File: src/rtl/frequency_divider_block.sv
// Octave-selectable note-divisor table for the tone generators.
// Holds a 2-bit octave selector and presents twelve 16-bit full-period
// divisors (C..B) for a 10 MHz system clock.
//
// state    | meaning
// ---------+--------------------------------------------------------
// OCT_LOW  | octave 0, base divisors (C4..B4)
// OCT_MID  | octave 1, base divisors >> 1
// OCT_HIGH | octave 2, base divisors >> 2
// OCT_BAD  | illegal encoding, decodes as octave 0, advances to OCT_MID
module frequency_divider_block (
  input  logic        clk,
  input  logic        nrst,
  input  logic        octave,
  output logic [15:0] div0,
  output logic [15:0] div1,
  output logic [15:0] div2,
  output logic [15:0] div3,
  output logic [15:0] div4,
  output logic [15:0] div5,
  output logic [15:0] div6,
  output logic [15:0] div7,
  output logic [15:0] div8,
  output logic [15:0] div9,
  output logic [15:0] div10,
  output logic [15:0] div11
);

  typedef enum logic [1:0] {
    OCT_LOW  = 2'd0,
    OCT_MID  = 2'd1,
    OCT_HIGH = 2'd2,
    OCT_BAD  = 2'd3
  } oct_e;

  // round(10e6 / f) for C4..B4; higher octaves are derived by truncating shifts
  localparam logic [15:0] BASE_DIV [12] = '{
    16'd38222, 16'd36077, 16'd34052, 16'd32141,
    16'd30337, 16'd28635, 16'd27027, 16'd25511,
    16'd24079, 16'd22727, 16'd21452, 16'd20248
  };

  oct_e        oct_sel_q;
  oct_e        oct_sel_d;
  logic [1:0]  shift;
  logic [15:0] div_arr [12];

  // Octave selector register; reset wins over an advance request
  always_ff @(posedge clk) begin
    if (!nrst) begin
      oct_sel_q <= OCT_LOW;
    end else begin
      oct_sel_q <= oct_sel_d;
    end
  end

  // Next octave: level-sampled advance, wrapping high back to low
  always_comb begin
    oct_sel_d = oct_sel_q;
    if (octave) begin
      case (oct_sel_q)
        OCT_LOW:  oct_sel_d = OCT_MID;
        OCT_MID:  oct_sel_d = OCT_HIGH;
        OCT_HIGH: oct_sel_d = OCT_LOW;
        default:  oct_sel_d = OCT_MID;
      endcase
    end
  end

  // Divisor decode; all twelve come from the same shift so they switch together
  always_comb begin
    shift = 2'd0;
    case (oct_sel_q)
      OCT_MID:  shift = 2'd1;
      OCT_HIGH: shift = 2'd2;
      default:  shift = 2'd0;
    endcase
    for (int i = 0; i < 12; i++) begin
      div_arr[i] = BASE_DIV[i] >> shift;
    end
  end

  assign div0  = div_arr[0];
  assign div1  = div_arr[1];
  assign div2  = div_arr[2];
  assign div3  = div_arr[3];
  assign div4  = div_arr[4];
  assign div5  = div_arr[5];
  assign div6  = div_arr[6];
  assign div7  = div_arr[7];
  assign div8  = div_arr[8];
  assign div9  = div_arr[9];
  assign div10 = div_arr[10];
  assign div11 = div_arr[11];

endmodule

File: config.mk
export PLATFORM = sky130hd
export DESIGN_NAME = frequency_divider_block
export DESIGN_NICKNAME = d
export VERILOG_FILES = /design/src/rtl/frequency_divider_block.sv
export SDC_FILE = /design/constraint.sdc
export NUM_CORES = 1
export LEC_CHECK = 0
export ABC_CLOCK_PERIOD_IN_PS = 2570
export BUFFER_PORTS_ARGS = -buffer_cell sky130_fd_sc_hd__buf_2
export CAP_MARGIN = 20
export CORE_AREA = 2 2 76 78
export CTS_CLUSTER_SIZE = 20
export DETAILED_ROUTE_END_ITERATION = 10
export DIE_AREA = 0 0 78 80
export PLACE_DENSITY = 0.7
export SLEW_MARGIN = 20
export SYNTH_ARGS = -nofsm -noshare
export SYNTH_HDL_FRONTEND = slang
export SYNTH_SLANG_ARGS = --single-unit
File: constraint.sdc
create_clock -name clk -period 2.57 [get_ports clk]
set_clock_uncertainty 0.05 [all_clocks]
set_input_delay 0.1285 -clock clk [delete_from_list [all_inputs] [get_ports clk]]
set_output_delay 0.1285 -clock clk [all_outputs]
set_load 0.01 [all_outputs]
==> metrics list <==
- The run finished with clean final reports.
* Seq cells post-synth: 2
* Number of maximum-capacitance constraint violations: 0
- Sequential cells were found to cover 2.60% of the synthesized design area.
* Standby leakage power: 0.840 nW
- Die outline area: 6240 um^2
* Latest clock arrival within the worst-skew pair: 210 ps
- Destination of the critical timing path: div5[3]
* HPWL after detailed placement: 1810 um
- Final Hold Slack: 96.8 ps
* Die extent in x: 78 um
- Total length of routed wires: 2170 um
- Across every metal layer, demand over resource in global routing totals 4.68%.
- Final Setup Violations: 0
- Instance count of the mapped netlist: 203
- Drt first pass iters: 2
- Net load switching power: 314 uW
- Worst reg2reg endpoint: oct_sel_q[0]$_SDFFE_PN0P_
- Placer's final routability congestion estimate: 0.628
- Met1 Routed Length: 662 um
* Met2 routed wirelength: 1110 um
* Internal power consumption: 310 uW
- The initialized floorplan defines 27 standard-cell rows.
- The share of total power dissipated in combinational logic is 74.2%.
- Synthesis-to-finish area growth: -19.7%
- TritonCTS built the clock tree.
- Setup repair after global routing left no endpoint under its margin.
- The routed design uses 382 um of met3 wire.
* Launching element type of the critical path: register
- The initial antenna violation count is 0.
- The first global-routing pass estimated 2130 um of wire.
- Area of the core: 5410 um^2
- Height of the chip: 80 um
- Effective utilization at floorplan: 28.5%
- Global route overflow: 0
* Number of warnings printed during yosys synthesis: 0
- Maximum fanout count along the critical path: 28
- The total count of max-transition violations in the final report was 0.
* Filler instances: 631
* Number of remaining DRC errors: 0
- The post-route netlist has 80.1% of its cells at a drive strength greater than 1.
- Clock buffer count from CTS: 3
- In the routed layout, each cell is associated on average with a via count of 3.01.
* Worst EP required: 2390 ps
- Total Neg Setup Slack: 0 ps
- For this design the top-level I/O count stands at 195.
- Critical Path Start: oct_sel_q[0]$_SDFFE_PN0P_
* Net Sw Frac: 50.3%
- Slew headroom: 60.7%
- Largest Register: oct_sel_q
- Transition time at the pin with the least slew margin: 589 ps
* H-tree level count: 1
* Cell chosen for the clock root: sky130_fd_sc_hd__clkbuf_8
* Endpoint arrival time on the critical path: 1570 ps
- Worst reg2reg path depth: 5
- The path class of the tightest hold or removal check is primary input to register.
- Average size of a mapped cell: 7.59 um^2
- For this block, the initial DRC count from the detailed router was 12.
- Entering global routing, the biggest net connects 34 pins.
- Dpl cells: 285
- For this run, the post-layout net count is 225.
- Clock-pin slew on the worst setup and hold paths: 30 ps
* Post-synthesis cell area: 1540 um^2
- Time the final worst path needs with I/O delays and setup: 1750 ps
- Flip-flop count of the largest register, all copies and words added: 2
- Clk pwr share: 19.9%
- Period Utilization, post-route: 67.9%
- R2R Path Start: oct_sel_q[0]$_SDFFE_PN0P_
- Registers are responsible for 5.9% of the overall power.
- Crit end category: output port
* Post-CTS Resized: 0
- The worst setup path is of the register to output port kind.
* Average wire per standard cell: 7.54 um
* Number of global-route vias before repair: 412
- Detailed routing inserted a total of 867 vias.
- Clock Tree Buf Depth: 2
- Static timing analysis puts the maximum clock frequency at 0.573 GHz.
* Uppermost layer routed: met4
* Buffer count from post-CTS setup fixing: 0
- Once detail routing completed, the nets flagged for antenna violations numbered 0.
- Final cell count without fillers: 288
- Power per cell area: 504 nW/um^2
- The number of endpoints with negative hold slack in the final report is 0.
- Clock tree synthesis found a total of 2 sinks.
* Port Buffers: 168
- Library cells used by synthesis: 9
* Number of antenna cells inserted: 0
- For this design, the CTS-stage hold fixing added 0 buffers.
- Worst R2R Setup Slack: 1220 ps
- Peak ir drop on the vdd network: 0.000163 V
- Largest registers in the final layout: oct_sel_q x2
## logic make-up (layout without fill, tap and decap cells)
kind of cell	Yosys count	in the layout	synth area share (%)
adder cells (fa/ha/maj)	4	4	3.25
buffers and inverters	189	178	90.9
flip-flops	2	2	2.60
multiplexers	2	2	1.30
other	2	26	0.488
AND/OR/NAND/NOR	4	4	1.46
## layout by cell type (no fill, tap or decap)
| master | synthesis | layout |
|---|---|---|
| sky130_fd_sc_hd__buf_2 | 0 | 168 |
| sky130_fd_sc_hd__conb_1 | 2 | 26 |
| sky130_fd_sc_hd__inv_1 | 5 | 5 |
| sky130_fd_sc_hd__ha_1 | 4 | 4 |
| sky130_fd_sc_hd__clkbuf_8 | 0 | 3 |
| sky130_fd_sc_hd__mux2i_1 | 2 | 2 |
| sky130_fd_sc_hd__nor2b_1 | 2 | 2 |
| sky130_fd_sc_hd__dfxtp_1 | 2 | 2 |
| sky130_fd_sc_hd__buf_4 | 184 | 2 |
| sky130_fd_sc_hd__and2_1 | 1 | 1 |
| sky130_fd_sc_hd__nand2_1 | 1 | 1 |
## per-stage QoR
step	util (%)	power [mW]	area (um^2)	setup WS [ps]
6_report	22.9	0.624	1240	824
5_1_grt	22.9	0.668	1240	676
4_1_cts	22.9	0.638	1240	780
3_5_place_dp	22.1	0.507	1190	1020
3_3_place_gp	22.1	0.504	1190	1080
2_1_floorplan	-	0.629	1630	416
## cell usage after synthesis
library cell	count	area, um^2
sky130_fd_sc_hd__nor2b_1	2	12.5
sky130_fd_sc_hd__dfxtp_1	2	40.0
sky130_fd_sc_hd__conb_1	2	7.51
sky130_fd_sc_hd__buf_4	184	1380
sky130_fd_sc_hd__nand2_1	1	3.75
sky130_fd_sc_hd__and2_1	1	6.26
sky130_fd_sc_hd__mux2i_1	2	20.0
sky130_fd_sc_hd__ha_1	4	50.1
sky130_fd_sc_hd__inv_1	5	18.8
## critical path: stages (launching register included)
cell and delay, ps:
sky130_fd_sc_hd__dfxtp_1 370, sky130_fd_sc_hd__inv_1 80, sky130_fd_sc_hd__ha_1 220, sky130_fd_sc_hd__inv_1 440, sky130_fd_sc_hd__buf_2 240
## routing by layer
layer	track usage, %	up-vias
li1	-	421
met1	4.44	344
met2	8.62	100
met3	1.13	2
met4	3.68	0
met5	0	-
## area by class of cell
type | instances | area (um^2) | area share, %
clock buffer | 3 | 41.3 | 3.34
inverter | 5 | 18.8 | 1.52
multi-input combinational | 36 | 190 | 15.4
sequential | 2 | 40.0 | 3.24
tap | 72 | 90.1 | 7.29
timing repair buffer | 170 | 856 | 69.2
## power by group through the flow
stage	logic [mW]	clock network, mW	registers, mW
final	0.463	0.124	0.0369
after global routing	0.500	0.130	0.0376
after CTS	0.472	0.129	0.0371
after detailed placement	0.470	0	0.0373
after global placement	0.467	0	0.0370
after floorplan	0.593	0	0.0366
## how the worst min path moves through the flow
| stage | startpoint | slack [ps] | end | cells after the start |
|---|---|---|---|---|
| final | nrst | 100 | oct_sel_q[1]$_SDFFE_PN0P_ | 2 |
| after global routing | nrst | 130 | oct_sel_q[0]$_SDFFE_PN0P_ | 2 |
| after CTS | nrst | 90 | oct_sel_q[1]$_SDFFE_PN0P_ | 2 |
| after detailed placement | nrst | 310 | oct_sel_q[1]$_SDFFE_PN0P_ | 2 |
| after global placement | nrst | 300 | oct_sel_q[1]$_SDFFE_PN0P_ | 2 |
| after floorplan | nrst | 210 | oct_sel_q[0]$_SDFFE_PN0P_ | 1 |
Power figures use the tool's default switching activity.
